[src/rtl/psum_accum_buffer_if.sv]
// Stream interface between the last DP row, the partial-sum accumulator and writeback.
// master: upstream/drain side; slave: the accumulator buffer.
interface psum_accum_buffer_if #(
    parameter int unsigned col     = 4,
    parameter int unsigned psum_bw = 20,
    parameter int unsigned acc_bw  = 24
);
    logic                    in_valid;
    logic                    in_ready;
    logic                    in_first;
    logic                    in_last;
    logic [col*psum_bw-1:0]  psum_in_flat;
    logic                    out_valid;
    logic                    out_ready;
    logic [col*acc_bw-1:0]   out_data_flat;

    modport master (
        output in_valid, in_first, in_last, psum_in_flat, out_ready,
        input  in_ready, out_valid, out_data_flat
    );

    modport slave (
        input  in_valid, in_first, in_last, psum_in_flat, out_ready,
        output in_ready, out_valid, out_data_flat
    );
endinterface

[src/rtl/psum_accum_buffer.sv]
// Partial-sum accumulator: sums K-tile passes per output row with signed saturation and
// pushes finished rows into a small valid/ready output FIFO with a registered head.
module psum_accum_buffer #(
    parameter int unsigned col        = 4,
    parameter int unsigned psum_bw    = 20,
    parameter int unsigned acc_bw     = 24,
    parameter int unsigned rows       = 8,
    parameter int unsigned fifo_depth = 4
) (
    input  logic                    clk,
    input  logic                    reset,
    input  logic [$clog2(rows):0]   cfg_rows,
    psum_accum_buffer_if.slave      bus,
    output logic [$clog2(rows)-1:0] row_idx,
    output logic [col-1:0]          ovf
);
    localparam int unsigned riw   = $clog2(rows);
    localparam int unsigned ptr_w = $clog2(fifo_depth);
    localparam int unsigned cnt_w = ptr_w + 1;

    localparam logic signed [acc_bw-1:0] acc_max = {1'b0, {(acc_bw-1){1'b1}}};
    localparam logic signed [acc_bw-1:0] acc_min = {1'b1, {(acc_bw-1){1'b0}}};

    // Accumulator row buffer: no reset, upstream restarts every pass with in_first.
    logic [col*acc_bw-1:0] acc_q [rows];
    logic [col*acc_bw-1:0] mem_q [fifo_depth];

    logic [riw-1:0]        row_idx_q, row_idx_d;
    logic [riw:0]          row_lim;
    logic [ptr_w-1:0]      wr_ptr_q, wr_ptr_d, rd_ptr_q, rd_ptr_d;
    logic [cnt_w-1:0]      count_q, count_d, remain;
    logic [col*acc_bw-1:0] head_q, head_d;
    logic [col-1:0]        ovf_q, ovf_d;

    logic                  accept, push, pop;
    logic [col*acc_bw-1:0] cur_vec, new_vec;
    logic [col-1:0]        sat_hit;

    logic signed [psum_bw-1:0] p_lane;
    logic signed [acc_bw-1:0]  s_lane, a_lane, n_lane;
    logic signed [acc_bw:0]    sum_lane;

    assign bus.in_ready      = (count_q != cnt_w'(fifo_depth));
    assign bus.out_valid     = (count_q != '0);
    assign bus.out_data_flat = head_q;
    assign row_idx           = row_idx_q;
    assign ovf               = ovf_q;

    assign accept = bus.in_valid & bus.in_ready;
    assign push   = accept & bus.in_last;
    assign pop    = bus.out_valid & bus.out_ready;

    // Per-lane overwrite or saturating accumulate against the current row.
    always_comb begin
        new_vec  = '0;
        sat_hit  = '0;
        p_lane   = '0;
        s_lane   = '0;
        a_lane   = '0;
        n_lane   = '0;
        sum_lane = '0;
        cur_vec  = acc_q[row_idx_q];
        for (int i = 0; i < int'(col); i++) begin
            p_lane   = bus.psum_in_flat[i*psum_bw +: psum_bw];
            s_lane   = acc_bw'(p_lane);
            a_lane   = cur_vec[i*acc_bw +: acc_bw];
            // One guard bit: overflow shows up as the top two bits disagreeing.
            sum_lane = (acc_bw+1)'(a_lane) + (acc_bw+1)'(s_lane);
            if (bus.in_first) begin
                n_lane = s_lane;
            end else if (sum_lane[acc_bw] != sum_lane[acc_bw-1]) begin
                n_lane     = sum_lane[acc_bw] ? acc_min : acc_max;
                sat_hit[i] = 1'b1;
            end else begin
                n_lane = sum_lane[acc_bw-1:0];
            end
            new_vec[i*acc_bw +: acc_bw] = n_lane;
        end
    end

    // Row counter wraps at the configured pass length; 0 means the full buffer.
    always_comb begin
        row_lim   = (cfg_rows == '0) ? (riw+1)'(rows - 1) : cfg_rows - (riw+1)'(1);
        row_idx_d = row_idx_q;
        if (accept) begin
            row_idx_d = ({1'b0, row_idx_q} == row_lim) ? '0 : row_idx_q + riw'(1);
        end
    end

    // FIFO pointer/count update and next registered head.
    always_comb begin
        wr_ptr_d = wr_ptr_q + ptr_w'(push);
        rd_ptr_d = rd_ptr_q + ptr_w'(pop);
        count_d  = count_q + cnt_w'(push) - cnt_w'(pop);
        remain   = count_q - cnt_w'(pop);
        head_d   = head_q;
        if (count_d != '0) begin
            // A push into an otherwise empty queue bypasses storage into the head.
            head_d = (push && remain == '0) ? new_vec : mem_q[rd_ptr_d];
        end
        ovf_d = ovf_q | (accept ? sat_hit : '0);
    end

    // Control state with synchronous reset.
    always_ff @(posedge clk) begin
        if (reset) begin
            row_idx_q <= '0;
            wr_ptr_q  <= '0;
            rd_ptr_q  <= '0;
            count_q   <= '0;
            head_q    <= '0;
            ovf_q     <= '0;
        end else begin
            row_idx_q <= row_idx_d;
            wr_ptr_q  <= wr_ptr_d;
            rd_ptr_q  <= rd_ptr_d;
            count_q   <= count_d;
            head_q    <= head_d;
            ovf_q     <= ovf_d;
        end
    end

    // Data storage: accumulator rows and FIFO slots, written only on accept/push.
    always_ff @(posedge clk) begin
        if (accept) begin
            acc_q[row_idx_q] <= new_vec;
        end
        if (push) begin
            mem_q[wr_ptr_q] <= new_vec;
        end
    end
endmodule
[src/flat_wrapper.sv]
// flat-port wrapper written by rule: the top's interface ports become plain ports
module psum_accum_buffer_flat 
#(
    parameter int unsigned col        = 4,
    parameter int unsigned psum_bw    = 20,
    parameter int unsigned acc_bw     = 24,
    parameter int unsigned rows       = 8,
    parameter int unsigned fifo_depth = 4
)
  (clk, reset, cfg_rows, row_idx, ovf, bus_in_valid, bus_in_first, bus_in_last, bus_psum_in_flat, bus_out_ready, bus_in_ready, bus_out_valid, bus_out_data_flat);
  psum_accum_buffer_if #(.col(col), .psum_bw(psum_bw), .acc_bw(acc_bw)) bus_i ();
  input  logic clk;
  input  logic reset;
  input  logic [$clog2(rows):0] cfg_rows;
  output logic [$clog2(rows)-1:0] row_idx;
  output logic [col-1:0] ovf;
  input wire logic [$bits(bus_i.in_valid)-1:0] bus_in_valid;
  input wire logic [$bits(bus_i.in_first)-1:0] bus_in_first;
  input wire logic [$bits(bus_i.in_last)-1:0] bus_in_last;
  input wire logic [$bits(bus_i.psum_in_flat)-1:0] bus_psum_in_flat;
  input wire logic [$bits(bus_i.out_ready)-1:0] bus_out_ready;
  output wire logic [$bits(bus_i.in_ready)-1:0] bus_in_ready;
  output wire logic [$bits(bus_i.out_valid)-1:0] bus_out_valid;
  output wire logic [$bits(bus_i.out_data_flat)-1:0] bus_out_data_flat;
  assign bus_i.in_valid = bus_in_valid;
  assign bus_i.in_first = bus_in_first;
  assign bus_i.in_last = bus_in_last;
  assign bus_i.psum_in_flat = bus_psum_in_flat;
  assign bus_i.out_ready = bus_out_ready;
  assign bus_in_ready = bus_i.in_ready;
  assign bus_out_valid = bus_i.out_valid;
  assign bus_out_data_flat = bus_i.out_data_flat;
  psum_accum_buffer #(.col(col), .psum_bw(psum_bw), .acc_bw(acc_bw), .rows(rows), .fifo_depth(fifo_depth)) u_core (.clk(clk), .reset(reset), .cfg_rows(cfg_rows), .bus(bus_i), .row_idx(row_idx), .ovf(ovf));
endmodule
[config.mk]
export PLATFORM = sky130hd
export DESIGN_NAME = psum_accum_buffer_flat
export DESIGN_NICKNAME = d
export VERILOG_FILES = /design/src/rtl/psum_accum_buffer_if.sv /design/src/rtl/psum_accum_buffer.sv /design/src/flat_wrapper.sv
export SDC_FILE = /design/constraint.sdc
export NUM_CORES = 2
export LEC_CHECK = 0
export ABC_CLOCK_PERIOD_IN_PS = 21000
export CAP_MARGIN = 30
export CORE_MARGIN = 4
export CORE_UTILIZATION = 31
export DETAILED_ROUTE_END_ITERATION = 10
export GPL_TIMING_DRIVEN = 1
export SYNTH_ARGS = -nofsm -noshare
export SYNTH_HDL_FRONTEND = slang
export SYNTH_SLANG_ARGS = --single-unit
[constraint.sdc]
create_clock -name clk -period 21 [get_ports clk]
set_input_delay 2.1 -clock clk [delete_from_list [all_inputs] [get_ports clk]]
set_output_delay 2.1 -clock clk [all_outputs]
set_load 0.05 [all_outputs]
* Word-level counts from Yosys, hierarchy flattened
Memories as Yosys holds them, arrays and structs flattened. A register that Yosys moved wholly into a read port is not among the register bits.
Index checks and enable logic that the tools add are counted.
** Storage, ports and cells
- Register bits :: 110
- Latch bits :: 0
- RAM bits :: 1152
- Bits in read-only memories :: 0
- Input bits :: 90
- Output and inout bits :: 105
- Logic and storage cells :: 64
- Memories :: 2
** Cells by class
- $add $sub $neg :: 11
- Multiply operators :: 0
- Div/mod/pow operators :: 0
- $lt $le $gt $ge :: 0
- Eq/ne operators :: 6
- Shifts and indexed selects :: 0
- Muxes and demuxes :: 30
- Bitwise logic cells :: 4
- Reductions and logical operators :: 5
** Memories
- u_core.acc_q :: depth 8, width 96, read ports 1, clocked after memory_dff 1, wr ports 1, RTL line psum_accum_buffer.sv:25 : logic [col*acc_bw-1:0] acc_q [rows];
- u_core.mem_q :: depth 4, width 96, read ports 1, clocked after memory_dff 0, wr ports 1, RTL line psum_accum_buffer.sv:26 : logic [col*acc_bw-1:0] mem_q [fifo_depth];
** Operators by type and width (number)
- $mux 24 :: 12
- $add 24x20->25 :: 4
- $mux 96 :: 1
- $mux 1 :: 12
- $mux 3 :: 3
- $mux 4 :: 2
- $reduce_bool 3->1 :: 2
- $sub 3x1->3 :: 2
- $add 2x1->2 :: 2
- $eq 3x4->1 :: 1
- $logic_not 4->1 :: 1
- $ne 1x1->1 :: 4
- $or 4x4->4 :: 1
- $sub 4x1->4 const B :: 1
- $add 3x1->3 :: 1
- $add 3x1->3 const B :: 1
- $and 1x1->1 :: 3
- $logic_not 3->1 :: 1
- $ne 3x3->1 const B :: 1
- $logic_and 1x1->1 :: 1

* Longest topological paths before layout
- Depth in word-level cells :: 6
- Mapped depth :: 25
- Gate-level depth less buffers :: 21

* Worst setup path before layout
No wires, ideal clock.
- Path type :: input port to flip-flop
- Start :: input port bus_in_valid
- End :: memory u_core.acc_q[0][0] in the netlist's numbering (enable)
- Library setup time :: 788 ps
- Data arrival time :: 11357 ps
- Required time :: 20212 ps
- Setup slack :: 8855 ps
- Cell stages on the path :: 2
- Path buffers :: 0
- Cells stage by stage :: nand2_1 > nor4_1
** Between the ends
- Word-level cells in the longest chain between the ends :: 3
** RTL lines
- from (decl) :: RTL line flat_wrapper.sv:17 : input wire logic [$bits(bus_i.in_valid)-1:0] bus_in_valid;
- $and 1x1->1 :: RTL line psum_accum_buffer.sv:49 : assign accept = bus.in_valid & bus.in_ready;
- $mux 1 :: RTL line psum_accum_buffer.sv:125 : if (accept) begin
- $mux 1 (not written as such) :: RTL line psum_accum_buffer.sv:126 : acc_q[row_idx_q] <= new_vec;
- to (decl) :: RTL line psum_accum_buffer.sv:25
No other way between the ends.

==> impl.org <==
** Global routing
- Number of global-route vias before repair :: 31330
- Grt ovf :: 0
- Number of antenna violations at the first check in global routing :: 17
- The first global-routing pass estimated 220.0 mm of wire.
- Pin count of the biggest net entering global routing :: 101
- All-Layer GR Usage :: 0.1636

** Finish
- Fraction of final layout cells sized beyond drive strength 1 :: 0.2007
- The library cell used most frequently in the layout, excluding fill and tap cells, is sky130_fd_sc_hd__edfxtp_1.
- Nets@finish :: 3696
- Final instance count without filler cells :: 5926
- In the layout the commonest cells are 1152 x sky130_fd_sc_hd__edfxtp_1, 288 x sky130_fd_sc_hd__mux4_2, 234 x sky130_fd_sc_hd__nor2_1.
- Signed area change from the synthesized netlist to the final layout :: 17.17%

** Clock tree
- The clock reaches the later pin of the worst-skew pair after 0.74 ns.
- Number of resized instances in the post-cts repair step :: 0
- TritonCTS built the clock tree.
- Clock root buffer master :: sky130_fd_sc_hd__clkbuf_16
- Number of clock buffers inserted by TritonCTS :: 120
- H-tree depth reported by CTS :: 3
- The clock passes through at most 3 buffers.
- Setup repair bufs after CTS :: 0
- The number of hold buffers added after CTS was 0.
- Clock-pin slew was measured on the worst setup and hold paths at 0.07 ns.
- The tree built by TritonCTS fans out to 1265 sinks.

** Worst setup path
- The slowest stage of the critical path belongs to the cell sky130_fd_sc_hd__o21ai_0.
- Capturing element type of the critical path :: flip-flop
- Cell seen most often among critical-path stages :: sky130_fd_sc_hd__o21ai_0
- STA puts the critical path data arrival time at 9.57 ns.
- Slowest stage delay, CP :: 0.90 ns
- Worst path buffer plus inverter count :: 3
- Kind of cell adding the most delay to the critical path :: compound AO/OA/AOI/OAI gates
- The worst setup path is launched from a flip-flop.
- The worst setup path is of the reg2reg kind.
- Traced cell by cell, the critical path runs through buf_4, buf_4, mux4_2, mux2_2, ha_1, o21ai_0, o21ai_0, nand3_1, a31oi_1, a31oi_1, a21oi_1, a21o_1, a21o_1, xor2_1, ha_1, clkinv_1, a21oi_4, nor2_1, o21ai_0.
- WP data required :: 21.37 ns
- Of all nets on the critical path, the largest fanout is 40.

** Logic synthesis
- Yosys Warn Count :: 0
- The cell area that synthesis handed to floorplanning was 0.05444 mm2.
- Synthesis inferred 1265 register bits.
- Post-synthesis net count :: 3458
- Each instance of the synthesized netlist takes up on average 16.74 um2.
- Gate count of the mapped netlist :: 3252
- In this run, synthesis inferred 1152 flip-flops with an integrated enable.
- The share of the Yosys chip area taken by registers is 0.6770.
- For this run, asynchronously set or reset flops after synthesis account for 0.
- Unique masters post-synth :: 95
- Flip-flop cell with the highest count after synthesis :: sky130_fd_sc_hd__edfxtp_1

** Floorplanning
- The initial utilization of the core area, before any placement, comes to 0.3125.
- The floorplan has 153 rows.
- The floorplan step defined a die boundary enclosing 0.1824 mm2.
- Core Footprint :: 0.1742 mm2
- From left edge to right edge, the die measures 427.1 um.
- From bottom edge to top edge, the die measures 427.1 um.
- # IOs :: 195

** Placed design
- Cell count after placement :: 5689
- Place WS :: 11.91 ns
- In this run the tool buffered the top-level ports with 194 buffer cells.
- DP Wirelength :: 90.90 mm
- Placer Congestion :: 0.8329

** Timing
- The routed design could run at a clock period as short as 9.203 ns.
- Once routing completed, OpenROAD measured the worst setup slack at 11.80 ns.
- Headroom to the max-slew limit came out at 0.2366.
- The final count of hold timing violations came to 0.
- Setup total negative slack on the finished layout was measured at 0 ns.
- The number of pins exceeding their max-slew limit in the final report is 0.
- Highest Clock Rate :: 108.7 MHz
- Dividing the final minimum period by the clock period gives 0.4382.
- Clock skew on the completed layout was measured at 0.01886 ns.
- Unrepaired setup endpoints after global routing :: no
- For the pin with the worst max-slew slack, the measured transition is 1.133 ns.
- Setup violations remaining at the end of the flow were counted as 0.

** Power and ir drop
- In this run the power density over the cells is 163.7 mW/mm2.
- Peak supply drop :: 109.2 uV
- Power after layout :: 10.44 mW
- In this run the static leakage power is 20.63 nW.

** Drt
- Drt via density :: 5.227
- Drt wl/cell :: 25.57 um
- Count of vias placed by the detailed router :: 30976
- DRT iter0 DRCs :: 2758
- After detailed routing, the number of remaining DRC violations is 0.
- Summed over all layers, the routed wires come to 151.6 mm.
- TritonRoute pass-1 iters :: 5
- The count of nets left with antenna violations once routing finished came out at 0.

** Run status
- Run status :: completed

** Hold path
- The worst hold path belongs to the class reg2reg.

** Job
- Across the run, the number of max-cap violations was 0.
[metal layers]
metal,vias up,share of wire,track usage
li1,13575,-,-
met1,16252,0.41,0.2066
met2,894,0.51,0.2847
met3,249,0.045,0.02007
met4,6,0.041,0.06715
met5,-,0.00026,0
[Yosys cell counts, types with 12 or more instances]
library cell / n / area share
sky130_fd_sc_hd__nor2_1: 240 / 0.017
sky130_fd_sc_hd__mux4_2: 288 / 0.12
sky130_fd_sc_hd__a311oi_1: 15 / 0.0024
sky130_fd_sc_hd__nand3_1: 31 / 0.0028
sky130_fd_sc_hd__nand2_1: 134 / 0.0092
sky130_fd_sc_hd__and3_1: 17 / 0.0020
sky130_fd_sc_hd__inv_1: 53 / 0.0037
sky130_fd_sc_hd__mux2_2: 93 / 0.019
sky130_fd_sc_hd__a31oi_1: 16 / 0.0018
sky130_fd_sc_hd__nor3_1: 56 / 0.0051
sky130_fd_sc_hd__o21ai_0: 86 / 0.0079
sky130_fd_sc_hd__clkbuf_1: 118 / 0.0081
sky130_fd_sc_hd__dfxtp_1: 113 / 0.042
sky130_fd_sc_hd__nand2b_1: 24 / 0.0028
sky130_fd_sc_hd__xor2_1: 32 / 0.0051
sky130_fd_sc_hd__xnor2_1: 46 / 0.0074
sky130_fd_sc_hd__edfxtp_1: 1152 / 0.64
sky130_fd_sc_hd__a211oi_1: 84 / 0.012
sky130_fd_sc_hd__o211ai_1: 18 / 0.0025
sky130_fd_sc_hd__o21a_1: 23 / 0.0032
sky130_fd_sc_hd__ha_1: 111 / 0.026
sky130_fd_sc_hd__a221oi_1: 16 / 0.0026
sky130_fd_sc_hd__mux2i_1: 19 / 0.0035
sky130_fd_sc_hd__a21oi_1: 135 / 0.012
sky130_fd_sc_hd__o21bai_1: 12 / 0.0017
sky130_fd_sc_hd__buf_1: 34 / 0.0023
sky130_fd_sc_hd__a21o_1: 46 / 0.0063
sky130_fd_sc_hd__nor2b_1: 20 / 0.0023
[per-stage QoR]
step | utilization | hold WS (ns) | area [um2]
after floorplan | - | 0.5395 | 54440
after global placement | 0.3405 | 0.4384 | 59310
after detailed placement | 0.3414 | 0.4622 | 59470
after CTS | 0.3660 | 0.4724 | 63750
after global routing | 0.3661 | 0.4960 | 63780
final | 0.3662 | 0.4688 | 63790
[where the power goes]
part / internal (mW) / leakage, nW / switching, mW
clock: 1.37 / 2.07 / 0.967
sequential: 3.66 / 11.4 / 0.153
combinational: 1.50 / 7.20 / 2.79
[worst reg2reg max path, cell delays in order (launching register included)]
cell and delay (ns):
sky130_fd_sc_hd__dfxtp_4 0.88, sky130_fd_sc_hd__buf_4 0.84, sky130_fd_sc_hd__buf_4 0.72, sky130_fd_sc_hd__mux4_2 0.64, sky130_fd_sc_hd__mux2_2 0.31, sky130_fd_sc_hd__ha_1 0.34
sky130_fd_sc_hd__o21ai_0 0.13, sky130_fd_sc_hd__o21ai_0 0.36, sky130_fd_sc_hd__nand3_1 0.23, sky130_fd_sc_hd__a31oi_1 0.41, sky130_fd_sc_hd__a31oi_1 0.23, sky130_fd_sc_hd__a21oi_1 0.25
sky130_fd_sc_hd__a21o_1 0.15, sky130_fd_sc_hd__a21o_1 0.16, sky130_fd_sc_hd__xor2_1 0.08, sky130_fd_sc_hd__ha_1 0.80, sky130_fd_sc_hd__clkinv_1 0.60, sky130_fd_sc_hd__a21oi_4 0.70
sky130_fd_sc_hd__nor2_1 0.10, sky130_fd_sc_hd__o21ai_0 0.90
[cell type report]
class,count,area [um2]
Clock buffer,148,3179
Multi-Input combinational cell,1768,16850
Sequential cell,1265,36870
Fill cell,16203,110400
Tap cell,2325,2909
Antenna cell,3,7.507
Clock inverter,82,1104
Timing Repair Buffer,280,2663
Inverter,55,206.4
[final timing paths]
kind | end | cells after the start | from | slack [ns]
max reg2reg | u_core.acc_q[4][41] | 19 | flip-flop | 11.80
min reg2reg | u_core.ovf[3] | 2 | u_core.ovf[3] | 0.47
min | u_core.ovf[3] | 2 | u_core.ovf[3] | 0.47
max | u_core.acc_q[4][41] | 19 | flip-flop | 11.80
[registers in the layout (all words and copies together), names as in the netlist, named ones only]
| name | flops |
|---|---|
| u_core.count_q | 3 |
| u_core.wr_ptr_q | 2 |
| u_core.acc_q | 768 |
| u_core.mem_q | 384 |
| u_core.ovf | 4 |
| u_core.bus.out_data_flat | 96 |
| u_core.row_idx | 3 |
| u_core.rd_ptr_q | 2 |
[kinds of logic after synthesis]
family / Yosys count / share of synthesized area
muxes: 400 / 0.1419
buffers and inverters: 219 / 0.01577
and+or+nand+nor: 584 / 0.04909
xor gates and xnor gates: 78 / 0.01255
AOI/OAI and AO/OA: 585 / 0.07548
adders and majority gates: 121 / 0.02827
DFF: 1265 / 0.6770
No activity file was read; power rests on OpenSTA's default activity.
